[src/rtl/countgen_sampler_if.sv]
// WISHBONE classic bus bundle used for both the config slave
// port and the countgen master port of countgen_sampler.
interface countgen_sampler_if #(
   parameter int AW = 4
) ();
   logic          cyc;
   logic          stb;
   logic          we;
   logic [AW-1:0] adr;
   logic [31:0]   dat_w;
   logic [31:0]   dat_r;
   logic          ack;

   modport master (
      output cyc, stb, we, adr, dat_w,
      input  dat_r, ack
   );

   modport slave (
      input  cyc, stb, we, adr, dat_w,
      output dat_r, ack
   );
endinterface

[src/rtl/countgen_sampler.sv]
// countgen_sampler: gated periodic scan of countgen channels,
// publishing per-channel count deltas over a WISHBONE slave.
module countgen_sampler #(
   parameter int          NUM_CH   = 8,
   parameter logic [31:0] GATE_RST = 32'd1000
) (
   input  logic               clk_i,
   input  logic               rst_i,
   countgen_sampler_if.slave  s,
   countgen_sampler_if.master m,
   output logic               irq_o
);
   typedef enum logic [2:0] {
      IDLE, GATE, SCAN, BUS, CAPT
   } state_t;

   localparam logic [3:0] LAST   = 4'(NUM_CH);
   localparam logic [7:0] MASK_W = 8'((1 << NUM_CH) - 1);

   state_t      state_q, state_d;
   logic        ctrl_en, ctrl_irq;
   logic [31:0] gate_q;
   logic [7:0]  mask_q;
   logic        done_q, ovr_q, primed_q;
   logic [31:0] delta_q [8];
   logic [31:0] prev_q  [8];
   logic [31:0] timer_q;
   logic [3:0]  ptr_q;
   logic        m_cyc_q;
   logic [5:0]  m_adr_q;
   logic        s_ack_q;
   logic [31:0] s_dat_q;

   logic        req, wr;
   logic [3:0]  adr, dadr;
   logic        wr_ctrl, wr_gate, wr_mask, wr_stat;
   logic [31:0] reload, rdata;
   logic        run, expire, busy;
   logic [2:0]  idx;
   logic        load, scan_start, step, bus_go, capt, scan_end;

   assign req  = s.cyc & s.stb & ~s_ack_q;
   assign wr   = req & s.we;
   assign adr  = s.adr[3:0];
   assign dadr = adr - 4'd4;

   assign wr_ctrl = wr && (adr == 4'd0);
   assign wr_gate = wr && (adr == 4'd1);
   assign wr_mask = wr && (adr == 4'd2);
   assign wr_stat = wr && (adr == 4'd3);

   assign reload = (gate_q < 32'd2) ? 32'd1 : gate_q - 32'd1;
   assign run    = ctrl_en && (state_q != IDLE);
   assign expire = run && (timer_q == 32'd0);
   assign busy   = (state_q == SCAN) || (state_q == BUS) ||
                   (state_q == CAPT);
   assign idx    = ptr_q[2:0];

   assign s.ack   = s_ack_q;
   assign s.dat_r = s_dat_q;
   assign m.cyc   = m_cyc_q;
   assign m.stb   = m_cyc_q;
   assign m.we    = 1'b0;
   assign m.adr   = m_adr_q;
   assign m.dat_w = '0;
   assign irq_o   = done_q & ctrl_irq;

   always_comb begin
      rdata = '0;
      case (adr)
         4'd0: rdata = {30'd0, ctrl_irq, ctrl_en};
         4'd1: rdata = gate_q;
         4'd2: rdata = {24'd0, mask_q};
         4'd3: rdata = {29'd0, ovr_q, busy, done_q};
         default:
            if (adr >= 4'd4 && dadr < LAST)
               rdata = delta_q[dadr[2:0]];
      endcase
   end

   always_ff @(posedge clk_i or negedge rst_i) begin
      if (!rst_i) state_q <= IDLE;
      else        state_q <= state_d;
   end

   always_comb begin
      state_d    = state_q;
      load       = 1'b0;
      scan_start = 1'b0;
      step       = 1'b0;
      bus_go     = 1'b0;
      capt       = 1'b0;
      scan_end   = 1'b0;
      unique case (state_q)
         IDLE:
            if (ctrl_en) begin
               state_d = GATE;
               load    = 1'b1;
            end
         GATE:
            if (!ctrl_en) begin
               state_d = IDLE;
            end else if (expire) begin
               state_d    = SCAN;
               scan_start = 1'b1;
            end
         SCAN:
            if (!ctrl_en) begin
               state_d = IDLE;
            end else if (ptr_q >= LAST) begin
               state_d  = GATE;
               scan_end = 1'b1;
            end else if (mask_q[idx]) begin
               state_d = BUS;
               bus_go  = 1'b1;
            end else begin
               step = 1'b1;
            end
         BUS:
            if (m.ack) state_d = CAPT;
         CAPT: begin
            capt    = 1'b1;
            state_d = ctrl_en ? SCAN : IDLE;
         end
         default: state_d = IDLE;
      endcase
   end

   always_ff @(posedge clk_i or negedge rst_i) begin
      if (!rst_i) begin
         ctrl_en  <= 1'b0;
         ctrl_irq <= 1'b0;
         gate_q   <= GATE_RST;
         mask_q   <= MASK_W;
         done_q   <= 1'b0;
         ovr_q    <= 1'b0;
         primed_q <= 1'b0;
         timer_q  <= '0;
         ptr_q    <= '0;
         m_cyc_q  <= 1'b0;
         m_adr_q  <= '0;
         s_ack_q  <= 1'b0;
         s_dat_q  <= '0;
         for (int i = 0; i < 8; i++) begin
            delta_q[i] <= '0;
            prev_q[i]  <= '0;
         end
      end else begin
         if (wr_ctrl) {ctrl_irq, ctrl_en} <= s.dat_w[1:0];
         if (wr_gate) gate_q <= s.dat_w;
         if (wr_mask) mask_q <= s.dat_w[7:0] & MASK_W;

         // hardware set beats a same-cycle software clear
         if (scan_end && primed_q)
            done_q <= 1'b1;
         else if (wr_stat && s.dat_w[0])
            done_q <= 1'b0;
         if (expire && state_q != GATE)
            ovr_q <= 1'b1;
         else if (wr_stat && s.dat_w[2])
            ovr_q <= 1'b0;

         if (load)          primed_q <= 1'b0;
         else if (scan_end) primed_q <= 1'b1;

         if (load)
            timer_q <= reload;
         else if (run)
            timer_q <= expire ? reload : timer_q - 32'd1;

         if (scan_start)     ptr_q <= '0;
         else if (step || capt) ptr_q <= ptr_q + 4'd1;

         if (bus_go) begin
            m_cyc_q <= 1'b1;
            m_adr_q <= {ptr_q + 4'd1, 2'b00};
         end else if (state_q == BUS && m.ack) begin
            m_cyc_q <= 1'b0;
         end

         // countgen holds its read data into the cycle after ack
         if (capt) begin
            prev_q[idx] <= m.dat_r;
            if (primed_q)
               delta_q[idx] <= m.dat_r - prev_q[idx];
         end

         s_ack_q <= req;
         s_dat_q <= req ? rdata : '0;
      end
   end
endmodule

[src/flat_wrapper.sv]
// flat-port wrapper written by rule: the top's interface ports become plain ports
module countgen_sampler_flat 
#(
   parameter int          NUM_CH   = 8,
   parameter logic [31:0] GATE_RST = 32'd1000
)
  (clk_i, rst_i, irq_o, s_cyc, s_stb, s_we, s_adr, s_dat_w, s_dat_r, s_ack, m_cyc, m_stb, m_we, m_adr, m_dat_w, m_dat_r, m_ack);
  countgen_sampler_if #(.AW(4)) s_i ();
  countgen_sampler_if #(.AW(6)) m_i ();
  input  logic clk_i;
  input  logic rst_i;
  output logic irq_o;
  input wire logic [$bits(s_i.cyc)-1:0] s_cyc;
  input wire logic [$bits(s_i.stb)-1:0] s_stb;
  input wire logic [$bits(s_i.we)-1:0] s_we;
  input wire logic [$bits(s_i.adr)-1:0] s_adr;
  input wire logic [$bits(s_i.dat_w)-1:0] s_dat_w;
  output wire logic [$bits(s_i.dat_r)-1:0] s_dat_r;
  output wire logic [$bits(s_i.ack)-1:0] s_ack;
  output wire logic [$bits(m_i.cyc)-1:0] m_cyc;
  output wire logic [$bits(m_i.stb)-1:0] m_stb;
  output wire logic [$bits(m_i.we)-1:0] m_we;
  output wire logic [$bits(m_i.adr)-1:0] m_adr;
  output wire logic [$bits(m_i.dat_w)-1:0] m_dat_w;
  input wire logic [$bits(m_i.dat_r)-1:0] m_dat_r;
  input wire logic [$bits(m_i.ack)-1:0] m_ack;
  assign s_i.cyc = s_cyc;
  assign s_i.stb = s_stb;
  assign s_i.we = s_we;
  assign s_i.adr = s_adr;
  assign s_i.dat_w = s_dat_w;
  assign s_dat_r = s_i.dat_r;
  assign s_ack = s_i.ack;
  assign m_cyc = m_i.cyc;
  assign m_stb = m_i.stb;
  assign m_we = m_i.we;
  assign m_adr = m_i.adr;
  assign m_dat_w = m_i.dat_w;
  assign m_i.dat_r = m_dat_r;
  assign m_i.ack = m_ack;
  countgen_sampler #(.NUM_CH(NUM_CH), .GATE_RST(GATE_RST)) u_core (.clk_i(clk_i), .rst_i(rst_i), .s(s_i), .m(m_i), .irq_o(irq_o));
endmodule
[config.mk]
export PLATFORM = sky130hd
export DESIGN_NAME = countgen_sampler_flat
export DESIGN_NICKNAME = d
export VERILOG_FILES = /design/src/rtl/countgen_sampler_if.sv /design/src/rtl/countgen_sampler.sv /design/src/flat_wrapper.sv
export SDC_FILE = /design/constraint.sdc
export NUM_CORES = 1
export LEC_CHECK = 0
export CAP_MARGIN = 20
export CORE_MARGIN = 5
export CORE_UTILIZATION = 60
export DETAILED_ROUTE_END_ITERATION = 8
export GPL_ROUTABILITY_DRIVEN = 0
export PLACE_DENSITY = 0.79
export SYNTH_ARGS = -nofsm -noshare
export SYNTH_HDL_FRONTEND = slang
export SYNTH_SLANG_ARGS = --single-unit
[constraint.sdc]
create_clock -name clk_i -period 4.75 [get_ports clk_i]
set_input_delay 0.95 -clock clk_i [delete_from_list [all_inputs] [get_ports clk_i]]
set_output_delay 0.95 -clock clk_i [all_outputs]
set_load 0.01 [all_outputs]
==> summary.md <==
| Metric | Value |
|---|---|
| Clock Skew | 0.0329 ns |
| 1st-iter DRT viols | roughly 2,400 |
| Final wirelength | around 86 mm |
| Final TNS setup | 0 ns |
| Postcts setup bufs | 0 |
| Seq/Total Area, Yosys | 0.504 |
| Startpoint Class | flip-flop |
| Crit. End Element | flip-flop |
| Fin crit share | 0.944 |
| Status | finished, final reports clean |
| Critical path fanouts, max | 18 |
| Resize count post-CTS | 0 |
| I/O pin count | 149 |
| Worst skew pair latency | 0.63 ns |
| Post-route ant nets | 0 |
| Aggregate global routing overflow | 0 |
| Top area cells in the synthesized netlist | dfrtp_1 (49%), mux2_2 (11%), nand2_1 (5.4%), mux4_2 (4.7%), a22oi_1 (3.9%) |
| Top_reg_cell synth | dfrtp_1 |
| Slew Viols, Final | 0 |
| Largest buffer count on any clock path | 3 |
| Synthesized flop and latch total | 634 |
| Layout cell share with drive strength beyond 1 | 0.211 |
| Synthesis Warnings | 0 |
| Vias | 24,300 |
| Drt first pass iters | 8 |
| Final Hold Fails | 0 |
| Initial antenna violation count | 2 |
| Htree depth | 3 |
| Drt drc | 0 |
| FP Rows | 84 |
| Mean Syn Cell Area | 10.8 um^2 |
| Die Y | about 240 um |
| PD cells | 663 nW/um^2 |
| FF-to-FF path depth | 13 |
| Fill cells | 3,702 |
| Mapped cell area | around 31,000 um^2 |
| Critical Path RT | 5.20 ns |
| TritonCTS clock tree | yes |
| Leakage power | between 15 and 20 nW |
| Nets | 3,079 |
| Syn Inst Count | 2,902 |
| Core ar. | 52,200 um^2 |
| Relative slew slack | 0.267 |
| Post-synth ARST share | 1.00 |
| Wire length of the first global-routing pass | 137 mm |
| Fmax achieved | 0.223 GHz |
| Hold Crit Class | in -> async |
| CP Class | reg -> reg |
| Die X | 239 um |
| Total power | approximately 24 mW |
| Gr usage total | 0.300 |
| Critical Path AT | slightly below 5 ns |
| HPWL Detailed | 55.1 mm |
| Clk sink count | 634 |
| Clock-pin slew on the worst setup and hold paths | about 0.06 ns |
| Number of synthesized flops with an enable pin | 0 |
| Die area | 57,200 um^2 |
| Hold_buf cts | 0 |
| Commonest non-fill, non-tap cell in the layout | dfrtp_1 |
| Post-synth top area share | 0.493 |
| Wire per inst | roughly 23 um |
| Post-synth cell types | 85 |
| Vias in the first global route | 25,000 |
| VDD IR max | 440 uV |
| Commonest non-fill, non-tap cells in the layout | dfrtp_1 (620), nand2_1 (449), mux2_2 (314), o21ai_0 (230), a22oi_1 (165) |
| Pin count of the biggest net entering global routing | 114 |
| Max-cap violations | 0 |
| Setup violations, final | 0 |
| I/O Buffers | 113 |
| Post-synth top area cell | dfrtp_1 |
| Worst slew pin tran | 1.10 ns |
| Clock root buffer | clkbuf_16 |
| Minimum clock period | 4.48 ns |
| RSZ-0062 raised after global routing | no |
| Initial core utilization | 0.603 |
| DR vias/cell | 6.55 |
| TritonCTS buffer count | 68 |
| Area grow syn2layout | 13.4% |
## path summary, 6_finish.rpt
path                                            startpoint                              end  slack, ns
max                            u_core.ptr_q[1]$_DFFE_PN0P_   u_core.delta_q[53]$_DFFE_PN0P_       0.27
min                                                  rst_i    u_core.gate_q[10]$_DFFE_PN0P_       0.42
max reg2reg                    u_core.ptr_q[1]$_DFFE_PN0P_   u_core.delta_q[53]$_DFFE_PN0P_       0.27
min reg2reg                u_core.delta_q[142]$_DFFE_PN0P_  u_core.delta_q[142]$_DFFE_PN0P_       0.47
max in group asynchronous                            rst_i  u_core.delta_q[210]$_DFFE_PN0P_       3.09
min in group clk_i         u_core.delta_q[142]$_DFFE_PN0P_  u_core.delta_q[142]$_DFFE_PN0P_       0.47
## flip-flops by register name, indices dropped and copies added, names as in the netlist, 3 cells and up
name,cells
u_core.prev_q,256
u_core.m.adr,4
u_core.mask_q,8
u_core.ptr_q,4
u_core.timer_q,32
u_core.s.dat_r,32
u_core.gate_q,32
u_core.state_q,3
u_core.delta_q,256
## cell usage after synthesis (7+ instances only)
master / number
xor2_1: 21
mux2i_1: 7
nand2_1: 450
a21oi_1: 58
xnor2_1: 34
o211ai_1: 51
and3_1: 17
o2111ai_1: 16
mux4_2: 66
mux2_2: 314
buf_1: 15
nor3_1: 35
nand4_1: 17
or3_1: 8
a21o_1: 19
o22ai_1: 10
clkbuf_1: 178
dfrtp_1: 620
nor3b_1: 7
or4_1: 14
ha_1: 39
dfstp_2: 14
a221oi_1: 7
a22oi_1: 165
nand2b_1: 21
buf_4: 38
inv_1: 21
nor2b_1: 8
o21ai_0: 230
nor2_1: 145
a211oi_1: 15
and4_1: 31
nand3_1: 55
a211o_1: 9
nor4_1: 16
a31oi_1: 16
## through the flow
step	hold WS, ns	instance area (um^2)	util	setup WS [ns]	std cells
floorplan	0.441	31600	-	0.532	2936
global placement	0.454	33300	0.637	0.358	3581
detailed placement	0.462	33300	0.637	0.239	3581
CTS	0.442	35700	0.683	0.271	3702
global route	0.495	35700	0.683	0.0227	3705
finish	0.420	35700	0.683	0.268	3705
## power by group
part           total [mW]  switching, mW  internal (mW)
registers            7.80          0.940           6.86
clock network        5.66           2.22           3.44
logic                10.2           6.45           3.75
## final cells by class
type | count | area, um^2 | area share
multi-input cells | 2039 | 14600 | 0.409
clock inverters | 28 | 463 | 0.0130
diodes | 1 | 2.50 | 0.0000701
flip-flops and latches | 634 | 15900 | 0.445
well taps | 688 | 861 | 0.0241
repair buffers | 200 | 1880 | 0.0526
clock buffers | 93 | 1920 | 0.0537
inverters | 22 | 82.6 | 0.00231
## critical path, stage by stage (launching register included)
cell,delay [ns]
dfrtp_1,0.39
and3b_1,0.70
buf_4,0.40
a22oi_1,0.10
and4_1,0.23
ha_1,0.31
a21oi_1,0.19
o211ai_1,0.12
nor3_1,0.55
nor2_1,0.18
a31oi_2,0.47
xor2_1,0.34
buf_4,0.21
o21ai_0,0.10
## layer usage
metal,GRT usage,part of all wire,wire length [um]
met5,0,0,0
met3,0.0496,0.082,7040
met1,0.405,0.40,34100
met4,0.116,0.035,2990
met2,0.494,0.49,41900
## logic make-up (layout without fill, tap and decap cells)
kind of cell,after synthesis,after routing,synth area share
AO/OA/AOI/OAI,660,660,0.138
XOR/XNOR,55,55,0.0153
adder cells (fa/ha/maj),40,40,0.0161
buffers and inverters,263,343,0.0375
flip-flops,634,634,0.504
multiplexers,387,387,0.162
other,1,36,0.000119
AND/OR/NAND/NOR,862,862,0.127
No activity file was read; power rests on OpenSTA's default activity.
